### src/rtl/nestn_counter.sv
// nestn_counter: runtime-programmable N-level nested counter with an
// address generator for multi-dimensional tile walks.
//
// Ports:
//   clk, rst       clock, asynchronous active-high reset
//   start, cont    begin a walk (IDLE only); continuous mode, sampled with start
//   n_max          per-level bounds, level k at [k*CW +: CW], 0 treated as 1
//   stride, base   per-level address strides, level k at [k*AW +: AW]; start address
//   ena            consumer accepts the current item (only while valid)
//   syn_rst        synchronous abort back to IDLE, highest priority
//   cnt, addr      current per-level indices; base + sum(cnt_k*stride_k) mod 2^AW
//   valid, last    live item; final item of the walk
//   done, busy     one-cycle pulse after the final accept; high in RUN
//
// Each level keeps its running offset (cnt_k*stride_k) incrementally, so the
// address needs only adders, never multipliers.

// One nest level: index counter plus running address offset.
module nestn_level #(
  parameter int CW = 16,
  parameter int AW = 32
) (
  input  logic          clk,
  input  logic          rst,
  input  logic          i_clr,      // synchronous abort
  input  logic          i_load,     // latch bound/stride, restart at 0
  input  logic          i_step,     // walk advances this cycle
  input  logic          i_carry,    // all lower levels at bound-1
  input  logic [CW-1:0] i_nmax,
  input  logic [AW-1:0] i_stride,
  output logic [CW-1:0] o_cnt,
  output logic [AW-1:0] o_off_nxt,  // offset this level will hold after the edge
  output logic          o_at_max
);
  logic [CW-1:0] r_bound, r_cnt, w_cnt_nxt;
  logic [AW-1:0] r_stride, r_off, w_off_nxt;

  assign o_at_max  = (r_cnt == r_bound - CW'(1));
  assign o_cnt     = r_cnt;
  assign o_off_nxt = w_off_nxt;

  always_comb begin
    w_cnt_nxt = r_cnt;
    w_off_nxt = r_off;
    if (i_clr || i_load) begin
      w_cnt_nxt = '0;
      w_off_nxt = '0;
    end else if (i_step && i_carry) begin
      // Wrapping to 0 also covers the whole-walk rollover in continuous mode.
      if (o_at_max) begin
        w_cnt_nxt = '0;
        w_off_nxt = '0;
      end else begin
        w_cnt_nxt = r_cnt + CW'(1);
        w_off_nxt = r_off + r_stride;
      end
    end
  end

  always_ff @(posedge clk or posedge rst) begin
    if (rst) begin
      r_bound  <= CW'(1);
      r_stride <= '0;
      r_cnt    <= '0;
      r_off    <= '0;
    end else begin
      r_cnt <= w_cnt_nxt;
      r_off <= w_off_nxt;
      if (i_load && !i_clr) begin
        r_bound  <= (i_nmax == '0) ? CW'(1) : i_nmax;
        r_stride <= i_stride;
      end
    end
  end
endmodule

module nestn_counter #(
  parameter int CW   = 16,
  parameter int NEST = 3,
  parameter int AW   = 32
) (
  input  logic               clk,
  input  logic               rst,
  input  logic               start,
  input  logic               cont,
  input  logic [NEST*CW-1:0] n_max,
  input  logic [NEST*AW-1:0] stride,
  input  logic [AW-1:0]      base,
  input  logic               ena,
  input  logic               syn_rst,
  output logic [NEST*CW-1:0] cnt,
  output logic [AW-1:0]      addr,
  output logic               valid,
  output logic               last,
  output logic               done,
  output logic               busy
);
  typedef enum logic {S_IDLE, S_RUN} state_t;

  state_t                     r_state, w_state_nxt;
  logic                       r_done, r_cont;
  logic [AW-1:0]              r_base, r_addr, w_addr_sum;
  logic                       w_load, w_step, w_done_nxt, w_last;
  logic [NEST:0]              w_carry;
  logic [NEST-1:0]            w_at_max;
  logic [NEST-1:0][AW-1:0]    w_off_nxt;
  logic [NEST-1:0][CW-1:0]    w_cnt;

  for (genvar k = 0; k < NEST; k++) begin : g_lvl
    nestn_level #(.CW(CW), .AW(AW)) u_lvl (
      .clk       (clk),
      .rst       (rst),
      .i_clr     (syn_rst),
      .i_load    (w_load),
      .i_step    (w_step),
      .i_carry   (w_carry[k]),
      .i_nmax    (n_max[k*CW +: CW]),
      .i_stride  (stride[k*AW +: AW]),
      .o_cnt     (w_cnt[k]),
      .o_off_nxt (w_off_nxt[k]),
      .o_at_max  (w_at_max[k])
    );
  end

  // Level k advances only when every lower level is at bound-1; the carry out
  // of the top level marks the final item of the walk.
  always_comb begin
    w_carry[0] = 1'b1;
    for (int k = 0; k < NEST; k++) w_carry[k+1] = w_carry[k] & w_at_max[k];
  end
  assign w_last = w_carry[NEST];

  // Priority: syn_rst > start > ena. start is only seen in IDLE, ena only in RUN.
  always_comb begin
    w_state_nxt = r_state;
    w_load      = 1'b0;
    w_step      = 1'b0;
    w_done_nxt  = 1'b0;
    if (syn_rst) begin
      w_state_nxt = S_IDLE;
    end else begin
      case (r_state)
        S_IDLE: begin
          if (start) begin
            w_load      = 1'b1;
            w_state_nxt = S_RUN;
          end
        end
        S_RUN: begin
          if (ena) begin
            w_step = 1'b1;
            if (w_last) begin
              w_done_nxt = 1'b1;
              if (!r_cont) w_state_nxt = S_IDLE;
            end
          end
        end
      endcase
    end
  end

  // Next address from the levels' next offsets; on load the fresh base is used.
  always_comb begin
    w_addr_sum = w_load ? base : r_base;
    for (int k = 0; k < NEST; k++) w_addr_sum = w_addr_sum + w_off_nxt[k];
  end

  always_ff @(posedge clk or posedge rst) begin
    if (rst) begin
      r_state <= S_IDLE;
      r_done  <= 1'b0;
      r_cont  <= 1'b0;
      r_base  <= '0;
      r_addr  <= '0;
    end else begin
      r_state <= w_state_nxt;
      r_done  <= w_done_nxt;
      if (w_load) begin
        r_base <= base;
        r_cont <= cont;
      end
      if (syn_rst)               r_addr <= '0;
      else if (w_load || w_step) r_addr <= w_addr_sum;
    end
  end

  assign cnt   = w_cnt;
  assign addr  = r_addr;
  assign valid = (r_state == S_RUN);
  assign busy  = (r_state == S_RUN);
  assign last  = (r_state == S_RUN) && w_last;
  assign done  = r_done;
endmodule

### config.mk
export PLATFORM = sky130hd
export DESIGN_NAME = nestn_counter
export DESIGN_NICKNAME = d
export VERILOG_FILES = /design/src/rtl/nestn_counter.sv
export SDC_FILE = /design/constraint.sdc
export NUM_CORES = 1
export LEC_CHECK = 0
export BUFFER_PORTS_ARGS = -buffer_cell sky130_fd_sc_hd__buf_2
export CORE_MARGIN = 2
export CORE_UTILIZATION = 55
export DETAILED_ROUTE_END_ITERATION = 10
export PLACE_DENSITY = 0.76
export SLEW_MARGIN = 0
export SYNTH_ARGS = -nofsm -noshare
export SYNTH_HDL_FRONTEND = slang
export SYNTH_SLANG_ARGS = --single-unit
### constraint.sdc
create_clock -name clk -period 21.8 [get_ports clk]
set_input_delay 4.36 -clock clk [delete_from_list [all_inputs] [get_ports clk]]
set_output_delay 4.36 -clock clk [all_outputs]
set_load 0.02 [all_outputs]
## Yosys cells after proc, flatten, opt, wreduce, memory -nomap -nowiden

Cells that the tools add are included.

- Bitwise logic cells: 3
- Multiplexer cells: 39
- Reduce and logical (&&, ||, !) cells: 14
- $add $sub $neg: 12
- Equality and inequality tests: 3

Operators by type and width:

| cell | count |
|---|---|
| 32-bit two-way mux | 12 |
| 32-bit adder | 6 |
| 16-bit two-way mux | 12 |
| 16-bit by 1-bit adder with 16-bit output, second input constant | 3 |
| 16-bit == test | 3 |
| 16-bit logical NOT | 3 |
| 16-bit by 1-bit subtractor with 16-bit output, second input constant | 3 |
| 1-bit two-way mux | 14 |
| 2-bit nonzero test | 4 |
| 1-bit logical AND | 4 |
| 1-bit AND | 2 |
| 1-bit logical OR | 2 |
| 1-bit one-hot mux with 2 select lines | 1 |
| 1-bit logical NOT | 1 |
| 1-bit NOT | 1 |

- Bits in registers: 355
- Input port bits: 182
- Word-level logic and storage cells: 88

## Depth between registers and ports, before layout

Gate-level depths: netlist of run 1.

- Word-level depth: 10
- Depth in mapped cells: 33
- Mapped depth without buffers: 33

## Modules after synthesis

A second synthesis of run 1 with hierarchy kept.

- Cell total of the unflattened synthesis: 2,474
- Area, all modules: 24,098.1 um2

By module, submodules not included:

| module | cells each | area each (um2) | times used |
|---|---|---|---|
| nestn_level (g_lvl[0].u_lvl ...) | 599 | 6,002.0 | 2 |
| nestn_level (g_lvl[1].u_lvl) | 605 | 6,068.3 | 1 |
| nestn_counter | 671 | 6,025.8 | 1 |

## Worst setup path after synthesis of run 1

OpenSTA, ideal clock, no wires.

- Path type: input -> register
- Start: input port syn_rst
- End: register r_addr[31] (netlist: addr[31])
- Buffers on the path: 3
- Stages: 23
- Path slack: 11,358 ps
- Arrival time: 10,308 ps
- Cell sequence: clkbuf_1 -> nor2_1 -> clkbuf_1 -> buf_1 -> mux2i_1 -> fa_1 -> fa_1 -> inv_1 -> ha_1 -> fa_1 -> a211oi_1 -> o21bai_1 -> a21o_1 -> or3b_1 -> a221o_1 -> a221oi_1 -> o311ai_1 -> nor3_1 -> o21ai_0 -> a21oi_1 -> xnor3_1 -> xnor3_1 -> o21ai_1

- Word-level cells in the longest chain between the ends: 8
- Elaborated cells between the ends (all ways): 19

RTL lines:

| item | line | source |
|---|---|---|
| from (decl) | 90 | `input logic syn_rst,` |
| 1-bit two-way mux | 139 | `if (syn_rst) begin` |
| 32-bit two-way mux, or another cell as far along | 48 | `end else if (i_step && i_carry) begin` |
| 32-bit two-way mux (on tied branches) | 45, 48 |  |
| 32-bit adder or 32-bit two-way mux (tied branches) | 165, 45 |  |
| 32-bit adder (2 in series) | 165 | `for (int k = 0; k < NEST; k++) w_addr_sum = w_addr_sum + w_off_nxt[k];` |
| 32-bit two-way mux | 183 | `else if (w_load \|\| w_step) r_addr <= w_addr_sum;` |
| 32-bit two-way mux | 182 | `if (syn_rst) r_addr <= '0;` |
| to (signal assigned) | 183 |  |
| to (decl) | 102 | `logic [AW-1:0] r_base, r_addr, w_addr_sum;` |

Parallel ways exist; a longest one is shown, timed or not. The select of a mux whose other input is x is not followed.
A chain may end at the register's enable or synchronous reset.

## Worst setup path in the final report of run 1

- Start: input port ena
- End: register r_addr[31] (netlist: addr[31])

- Word-level cells in the longest chain between the ends: 10
- Elaborated cells between the ends (all ways): 18

RTL lines:

| item | line | source |
|---|---|---|
| from (decl) | 89 | `input logic ena,` |
| 1-bit two-way mux * | 150 | `if (ena) begin` |
| 1-bit two-way mux * | 142 | `case (r_state)` |
| 1-bit two-way mux * | 139 |  |
| 32-bit two-way mux or 1-bit logical AND (tied branches) | 48 |  |
| 32-bit two-way mux (on tied branches) | 45, 48 |  |
| 32-bit adder or 32-bit two-way mux (tied branches) | 165, 45 |  |
| 32-bit adder (2 in series) | 165 |  |
| 32-bit two-way mux | 183 |  |
| 32-bit two-way mux | 182 |  |

Every way passes the cells marked *; elsewhere a longest branch is shown, timed or not. The select of a mux whose other input is x is not followed.

==> out/metrics.cfg, run 1 <==
[worst_hold_path]
hold_end=addr[28]
min_path_cells=2
hold_path_startpoint=addr[28]
min_path_type=flop to flop

[floorplanning]
num_rows=74
start_util_pct=55.9
fp.coreArea_um2=40900
die_h_um=208
die_w_um=208
io-pin-count=266
die-area_um2=43200

[critical_path]
max_stage_delay_ns=0.57
r2r-start=g_lvl[0].u_lvl.r_bound[2]
reg2reg_slack_ns=12.94
rr_worst_depth=27
path_max_fanout=35
cp-start-kind=input pin
crit_buf_inv=3
rr_endpoint=addr[31]
arrival_ns=11.02
endpoint_kind=flop
critical_path.top_delay_family=compound AO/OA/AOI/OAI gates
criticalPathCategory=input pin to flop
critPathSlowestCell=or2_2
path_cells=buf_2 > nand2_1 > or2_2 > nor3_2 > buf_4 > a22oi_1 > fa_1 > fa_1 > inv_1 > ha_1 > fa_1 > a211oi_1 > o21bai_1 > a21o_1 > or3b_1 > a221o_1 > a221oi_1 > o311ai_1 > nor3_1 > o21ai_0 > a21oi_1 > xnor3_1 > xnor3_1 > o21ai_1
startpoint=ena
crit_top_cell=fa_1
cp.required_ns=22.24

[timing]
rsz0062_at_grt=no
fin_skew_ns=0.0152
max_slew_margin_pct=27.2
fin_tns_setup_ns=0
worst-slew-pin-transition_ns=1.09
fin_ws_ns=11.22
setup_viol=0
finalMaxSlewViolations=0
min_period_ns=10.58
period_share_pct=48.5
fmax_mhz=94.5
hold_viol=0

[clocking]
clk-insertion-delay-late_ns=0.56
numCtsBuffers=41
cts_num_sinks=355
cts_resized=0
clkTransAtPathRegs_ns=0.06
cts_setup_buffers=0
cts_max_level=2
postCtsHoldBufs=0
clockBufferDepth=3
cts_root_buf=clkbuf_16
tritoncts=built

[cells_and_area]
syn2layout_area_growth_pct=14.0
final_common_cell=dfrtp_1
nNetsFinal=2951
multi_input_area_um2=12900
layout_common_cells=352 x dfrtp_1, 265 x buf_2, 210 x nand2_1
final-seq-area_um2=8890
layout-drive-gt1-share_pct=19.7
final_cells=3137
fillerInstances=3326

[route]
num_vias=18510
postRouteAntennaNets=0
vias_per_cell=5.90
drt_iter0_drc=1372
totalWireLength_mm=62.1
wire_per_inst_um=19.8
drt_pass1_iterations=6
drc=0

[global_route]
grt_pass1_vias=18708
grt_overflow=0
grt_pass1_wl_mm=99.6
antenna_found_initial=1
grt_util_all_layers_pct=29.0
grt_max_degree=152

[yosys]
synth_compound_area_share_pct=15.5
synthArstFlopShare_pct=100
synth_top_family_by_area=compound AO/OA/AOI/OAI gates
synth_edf_count=0
yosysSeqAreaShare_pct=38.9
synthSimpleGateAreaFrac_pct=12.3
ys.flop_type=dfrtp_1
postSynthAreaPerCell_um2=9.83
netlist_instances=2326
synth_warnings=0
ys_ff_latch=355
post_synth_instance_area_um2=22900
synthesis.nets=2703
synth_cell_type_count=79
synth_mux_area_share_pct=8.57
synthXorXnorAreaFrac_pct=7.09
synthAdderAreaFrac_pct=12.8

[placement]
port_buffers=265
place_inst=3063
place_hpwl_mm=46.9
gp_congestion=0.941
dp_slack_ns=10.76

[power_and_ir_drop]
p_leak_nw=13.1
swShare_pct=30.4
pwr-share-comb_pct=22.5
pwr-share-clk_pct=36.3
peakVddDrop_mv=0.0629
p_seq_share_pct=41.3
p_int_mw=1.35
pwr_density_cell_nw_per_um2=74.1
netSwitchingPower_mw=0.586

[run]
maxCapViolCount=0

[status]
status=finished clean

[worst max-delay path by stage]
stage	endpoint	slack, ns	cells past startpoint
final	addr[31]	11.22	24
after global routing	addr[31]	10.82	24
after CTS	addr[31]	11.34	24
after detailed placement	addr[31]	10.76	24
after global placement	addr[31]	10.95	24
after floorplan	addr[0]	7.60	1
[power by group through the flow]
stage	Clock (mW)	Combinational (mW)	Sequential (mW)
detailed placement	0	0.428	0.808
global route	0.738	0.483	0.806
floorplan	0	0.315	0.793
CTS	0.714	0.433	0.797
global placement	0	0.414	0.805
finish	0.700	0.434	0.797
[kinds of logic (layout without fill, tap and decap cells)]
kind of cell	Yosys count	in the layout
buffers and inverters	286	559
other	0	6
AND/OR/NAND/NOR	579	579
flip-flops	355	355
multiplexers	178	178
adder cells (fa/ha/maj)	195	195
AO/OA/AOI/OAI	551	551
XOR/XNOR	182	182
[per-stage QoR]
step,utilization (%),area [um2],hold slack (ns),power [mW]
finish,63.7,26100,0.477,1.93
global route,63.7,26100,0.498,2.03
CTS,63.7,26100,0.479,1.94
detailed placement,60.4,24700,0.465,1.24
global placement,60.4,24700,0.466,1.22
floorplan,-,22900,0.466,1.11
[synth_stat cells (15+ instances only)]
cell type | count | share of area (%)
xnor2_1 | 114 | 4.4
fa_1 | 65 | 5.7
o21ai_0 | 155 | 3.4
inv_1 | 209 | 3.4
a21oi_1 | 110 | 2.4
nand3_1 | 57 | 1.2
nor2_1 | 103 | 1.7
a211oi_1 | 15 | 0.49
nand2b_1 | 16 | 0.44
a21o_1 | 60 | 2.0
a22oi_1 | 56 | 1.8
nor3_1 | 46 | 1.0
nand4_1 | 15 | 0.41
xor2_1 | 66 | 2.5
and3_1 | 34 | 0.93
nand2_1 | 210 | 3.4
dfrtp_1 | 352 | 39
o21bai_1 | 22 | 0.72
a22o_1 | 21 | 0.80
nor2b_1 | 19 | 0.52
mux2i_1 | 36 | 1.6
o211ai_1 | 15 | 0.49
nor4_1 | 19 | 0.52
ha_1 | 130 | 7.1
mux2_2 | 142 | 7.0
clkbuf_1 | 52 | 0.85
[flip-flops by register name, indices dropped and copies added, names as in the netlist]
signal,count
addr,32
busy,1
done,1
g_lvl.u_lvl.o_cnt,48
g_lvl.u_lvl.r_bound,48
g_lvl.u_lvl.r_off,96
g_lvl.u_lvl.r_stride,96
r_base,32
r_cont,1
[layer usage]
layer	track usage (%)	share of wire (%)	vias up	wire length, um
met3	3.77	6.1	149	3780
met1	38.4	42	9071	26300
met4	13.9	4.8	0	2990
met5	0	0	-	0
li1	-	-	8703	-
met2	47.4	47	587	28900
[worst register-to-register path: stages, from the launching register on]
cell and delay (ns):
dfrtp_1 0.44, nor4_2 0.73, nand4_1 0.33, mux2i_1 0.19, mux2i_1 0.15, o2bb2ai_1 0.16, nand4_1 0.72, nor3_2 0.38
buf_4 0.32, a22oi_1 0.21, fa_1 0.53, fa_1 0.53, inv_1 0.04, ha_1 0.23, fa_1 0.45, a211oi_1 0.27
o21bai_1 0.13, a21o_1 0.18, or3b_1 0.37, a221o_1 0.38, a221oi_1 0.56, o311ai_1 0.25, nor3_1 0.23, o21ai_0 0.15
a21oi_1 0.21, xnor3_1 0.34, xnor3_1 0.21, o21ai_1 0.06
[final cells by class]
class / instances / area share [%]
timing repair buffer: 282 / 5.62
multi-input combinational: 1685 / 49.5
clock inverter: 16 / 0.821
clock buffer: 52 / 4.32
inverter: 209 / 3.04
sequential: 355 / 34.1
antenna: 6 / 0.0576
tap: 532 / 2.55
No activity file was read; power rests on OpenSTA's default activity.
==> run 2: changes to the inputs <==
--- a/config.mk
+++ b/config.mk
@@ -7,9 +7,9 @@
 export LEC_CHECK = 0
 export BUFFER_PORTS_ARGS = -buffer_cell sky130_fd_sc_hd__buf_2
 export CORE_MARGIN = 2
-export CORE_UTILIZATION = 55
+export CORE_UTILIZATION = 54
 export DETAILED_ROUTE_END_ITERATION = 10
-export PLACE_DENSITY = 0.76
+export PLACE_DENSITY = 0.78
 export SLEW_MARGIN = 0
 export SYNTH_ARGS = -nofsm -noshare
 export SYNTH_HDL_FRONTEND = slang
==> constraint.sdc (replaced) <==
create_clock -name clk -period 8.72 [get_ports clk]
set_input_delay 1.744 -clock clk [delete_from_list [all_inputs] [get_ports clk]]
set_output_delay 1.744 -clock clk [all_outputs]
set_load 0.02 [all_outputs]
==> out/metrics.cfg, run 2 (same netlist as run 1, synthesis figures left out) <==
[timing]
fin_tns_setup_ns=0
hold_viol=0
fin_skew_ns=0.0338
worst-slew-pin-transition_ns=1.01
finalMaxSlewViolations=0
setup_viol=0
period_share_pct=93.8
fmax_mhz=122
fin_ws_ns=0.542
max_slew_margin_pct=33.0
rsz0062_at_grt=no
min_period_ns=8.18

[floorplanning]
die-area_um2=44000
start_util_pct=54.6
io-pin-count=266
num_rows=75
fp.coreArea_um2=41900
die_w_um=210
die_h_um=210

[clocking]
cts_setup_buffers=0
clockBufferDepth=3
clkTransAtPathRegs_ns=0.06
cts_num_sinks=355
cts_root_buf=clkbuf_16
tritoncts=built
numCtsBuffers=41
cts_max_level=2
clk-insertion-delay-late_ns=0.58

[route]
wire_per_inst_um=20.0
vias_per_cell=5.93
drc=0
drt_iter0_drc=1388
drt_pass1_iterations=7
postRouteAntennaNets=0
totalWireLength_mm=63.3
num_vias=18713

[cells_and_area]
final-seq-area_um2=8890
antennaDiodeCount=0
final_common_cell=dfrtp_1
reg_top3=g_lvl.u_lvl.r_off (96), g_lvl.u_lvl.r_stride (96)
syn2layout_area_growth_pct=14.8
fillerInstances=3474
layout-drive-gt1-share_pct=20.1
nNetsFinal=2965
multi_input_area_um2=12900
layout_common_cells=352 x dfrtp_1, 265 x buf_2, 210 x nand2_1
design_area_um2=26200

[placement]
place_hpwl_mm=48.5
gp_congestion=0.967
dp_slack_ns=0.544
place_area_um2=24900
port_buffers=265

[power_and_ir_drop]
p_leak_nw=13.2
pwr_density_cell_nw_per_um2=186
swShare_pct=30.5
p_seq_share_pct=41.1
peakVddDrop_mv=0.154
p_int_mw=3.38
pwr-share-clk_pct=36.5
pwr-share-comb_pct=22.4
netSwitchingPower_mw=1.49
total_power_mw=4.87

[critical_path]
path_max_fanout=10
criticalPathCategory=flop to flop
cp.required_ns=9.15
rr_endpoint=addr[31]
max_stage_delay_ns=0.53
critPathSlowestCell=a221oi_1
reg2reg_slack_ns=0.54
crit_top_cell=fa_1
endpoint_kind=flop
rr_worst_depth=28
r2r-start=g_lvl[1].u_lvl.r_bound[1]
arrival_ns=8.61
cp-start-kind=flop

[status]
status=finished clean

[worst_hold_path]
hold_end=addr[21]
hold_path_startpoint=addr[21]
min_path_cells=2
min_path_type=flop to flop

[global_route]
grt_pass1_vias=18859
grt_util_all_layers_pct=28.9
grt_max_degree=148
grt_pass1_wl_mm=99.5
grt_overflow=0
antenna_found_initial=1

[run]
maxCapViolCount=0

-- run 2: cell types whose count changed in the layout (fill, tap and decap cells not counted), sizes merged --
cell      delta
clkbuf       +7
buf         +14
clkinvlp     +1
clkinv       -2
diode        -6
bufinv       -1
-- run 2: worst max-delay path: cells and delay by family, from the launching register on --
kind / cells / cell delay [ns]
buffers and inverters: 3 / 0.36
adders and majority gates: 4 / 1.70
and+or+nand+nor: 8 / 2.28
AOI/OAI and AO/OA: 11 / 2.75
xor gates and xnor gates: 2 / 0.56
DFF: 1 / 0.39
-- run 2: cell type report --
type / count / area share (%)
multi-input cells: 1685 / 49.2
well taps: 539 / 2.57
clock inverters: 14 / 0.682
repair buffers: 296 / 6.08
flip-flops and latches: 355 / 33.9
inverters: 209 / 3.00
clock buffers: 59 / 4.56
-- run 2: how the worst max path moves through the flow --
stage,from,slack [ns],end,cells after the start
final,g_lvl[1].u_lvl.r_bound[1],0.54,addr[31],28
after global placement,ena,0.74,addr[31],23
after global routing,g_lvl[1].u_lvl.r_bound[1],0.04,addr[31],28
after CTS,g_lvl[1].u_lvl.r_bound[1],0.54,addr[31],28
after floorplan,syn_rst,0.89,addr[31],23
after detailed placement,ena,0.54,addr[31],23
-- run 2: what timing repair did --
item / in CTS / in global routing
gates resized for setup: 0 / 1
setup endpoints to repair: 0 / 1
hold buffers: 0 / 0
-- run 2: routing by layer --
| layer | track usage [%] | share of wire [%] | vias to the layer above |
|---|---|---|---|
| li1 | - | - | 8711 |
| met1 | 37.3 | 42 | 9191 |
| met2 | 47.4 | 47 | 657 |
| met3 | 4.80 | 6.1 | 152 |
| met4 | 14.2 | 5.1 | 2 |
| met5 | 0 | 0.021 | - |
-- run 2: power groups by stage --
stage	sequential, mW	combinational, mW	clock (mW)
finish	2.00	1.09	1.78
global route	2.02	1.20	1.87
CTS	2.00	1.09	1.80
detailed placement	2.03	1.08	0
floorplan	1.98	0.789	0
global placement	2.02	1.04	0
-- run 2: stage by stage --
stage / util, % / hold WS (ns) / instances
final: 62.7 / 0.479 / 3157
after global routing: 62.7 / 0.512 / 3157
after CTS: 62.7 / 0.484 / 3157
after detailed placement: 59.4 / 0.470 / 3084
after global placement: 59.4 / 0.467 / 3084
after floorplan: - / 0.466 / 2326
==> run 3: changes to the inputs <==
--- a/config.mk
+++ b/config.mk
@@ -9,7 +9,7 @@
 export CORE_MARGIN = 2
 export CORE_UTILIZATION = 54
 export DETAILED_ROUTE_END_ITERATION = 10
-export PLACE_DENSITY = 0.78
+export PLACE_DENSITY_LB_ADDON = 0.2
 export SLEW_MARGIN = 0
 export SYNTH_ARGS = -nofsm -noshare
 export SYNTH_HDL_FRONTEND = slang
==> out/metrics.cfg, run 3 (same netlist as run 1, synthesis figures left out) <==
[status]
status=finished clean

[cells_and_area]
layout_common_cells=352 x dfrtp_1, 265 x buf_2, 210 x nand2_1
final-seq-area_um2=8890
nNetsFinal=2964
fillerInstances=3514
reg_top3=g_lvl.u_lvl.r_off (96), g_lvl.u_lvl.r_stride (96)
multi_input_area_um2=12900
layout-drive-gt1-share_pct=20.5
design_area_um2=26300
utilization_pct=62.9
final_cells=3161
syn2layout_area_growth_pct=15.2
final_common_cell=dfrtp_1

[power_and_ir_drop]
swShare_pct=30.8
p_seq_share_pct=40.1
p_int_mw=3.45
total_power_mw=4.98
pwr_density_cell_nw_per_um2=189
peakVddDrop_mv=0.144
netSwitchingPower_mw=1.53
pwr-share-clk_pct=37.9
p_leak_nw=13.2
pwr-share-comb_pct=22.0

[timing]
min_period_ns=8.10
setup_viol=0
finalMaxSlewViolations=0
fin_ws_ns=0.618
hold_ws_ns=0.487
fin_tns_setup_ns=0
fmax_mhz=123
fin_skew_ns=0.0134
max_slew_margin_pct=37.0
rsz0062_at_grt=no
period_share_pct=92.9
worst-slew-pin-transition_ns=0.945
hold_viol=0

[route]
postRouteAntennaNets=0
drt_pass1_iterations=6
vias_per_cell=5.87
drt_iter0_drc=1451
drc=0
totalWireLength_mm=63.4
num_vias=18559
wire_per_inst_um=20.0

[global_route]
grt_util_all_layers_pct=29.2
grt_pass1_vias=18676
antenna_found_initial=2
grt_overflow=0
grt_pass1_wl_mm=100
grt_max_degree=164

[placement]
place_hpwl_mm=48.6
place_area_um2=24800
port_buffers=265
dp_slack_ns=0.526
place_inst=3082
gp_congestion=0.926

[critical_path]
cp-start-kind=flop
critPathSlowestCell=a21oi_4
criticalPathCategory=flop to flop
cp.required_ns=9.16
endpoint_kind=flop
startpoint=g_lvl[0].u_lvl.r_bound[1]
rr_endpoint=addr[31]
path_max_fanout=34
arrival_ns=8.54
max_stage_delay_ns=0.49
rr_worst_depth=30
endpoint=addr[31]
reg2reg_slack_ns=0.62
r2r-start=g_lvl[0].u_lvl.r_bound[1]

[floorplanning]
die_h_um=210
die_w_um=210
fp.coreArea_um2=41900
start_util_pct=54.6
die-area_um2=44000
io-pin-count=266
num_rows=75

[clocking]
cts_setup_buffers=0
cts_num_sinks=355
cts_max_level=2
numCtsBuffers=42
clockBufferDepth=3
clkTransAtPathRegs_ns=0.06
clk-insertion-delay-late_ns=0.57
postCtsHoldBufs=0
cts_root_buf=clkbuf_16
tritoncts=built

[worst_hold_path]
hold_path_startpoint=addr[5]
min_path_type=flop to flop

[run]
maxCapViolCount=0

==> run 3: cell types whose count changed in the layout (fill, tap and decap cells not counted), moves of 2 or more <==
cell,previous run,this run
clkbuf_1,10,1
clkinv_4,0,5
clkbuf_8,6,9
clkbuf_16,43,45
diode_2,0,2
==> run 3: routing by layer <==
| layer | track usage, % | vias to the layer above | routed length [um] |
|---|---|---|---|
| met2 | 48.6 | 589 | 30200 |
| met5 | 0 | - | 13 |
| met3 | 3.85 | 170 | 3360 |
| li1 | - | 8710 | - |
| met1 | 37.5 | 9088 | 26400 |
| met4 | 15.4 | 2 | 3410 |
==> run 3: power by group through the flow <==
| stage | Sequential, mW | Clock (mW) | Combinational, mW |
|---|---|---|---|
| 2_1_floorplan | 1.98 | 0 | 0.789 |
| 3_3_place_gp | 2.02 | 0 | 1.05 |
| 3_5_place_dp | 2.03 | 0 | 1.08 |
| 4_1_cts | 2.00 | 1.92 | 1.09 |
| 5_1_grt | 2.02 | 1.99 | 1.22 |
| 6_report | 2.00 | 1.89 | 1.09 |
==> run 3: worst min path at each step <==
| stage | end | slack (ns) | cells past startpoint |
|---|---|---|---|
| 2_1_floorplan | r_base[10] | 0.47 | 2 |
| 4_1_cts | addr[4] | 0.49 | 2 |
| 6_report | addr[5] | 0.49 | 2 |
| 5_1_grt | addr[16] | 0.51 | 2 |
| 3_5_place_dp | addr[16] | 0.47 | 2 |
| 3_3_place_gp | addr[30] | 0.46 | 2 |
==> run 3: critical path, delay by kind of cell, from the launching register on <==
family,cells,cell delay (ns)
AND/OR/NAND/NOR,5,1.60
multiplexers,2,0.48
flip-flops,1,0.40
adder cells (fa/ha/maj),5,1.49
XOR/XNOR,2,0.56
buffers and inverters,4,0.62
AO/OA/AOI/OAI,12,2.79
==> run 3: final cells by class <==
type	count	area share, %
multi-input combinational	1685	49.0
tap	539	2.56
timing repair buffer	294	5.96
sequential	355	33.7
clock buffer	55	4.76
clock inverter	22	0.926
inverter	209	2.99
antenna	2	0.0190
==> run 3: repair_timing <==
| item | CTS | global route |
|---|---|---|
| setup endpoints to repair | 0 | 1 |
| endpoints found under the hold margin | 0 | 0 |
| resized for setup | 0 | 1 |
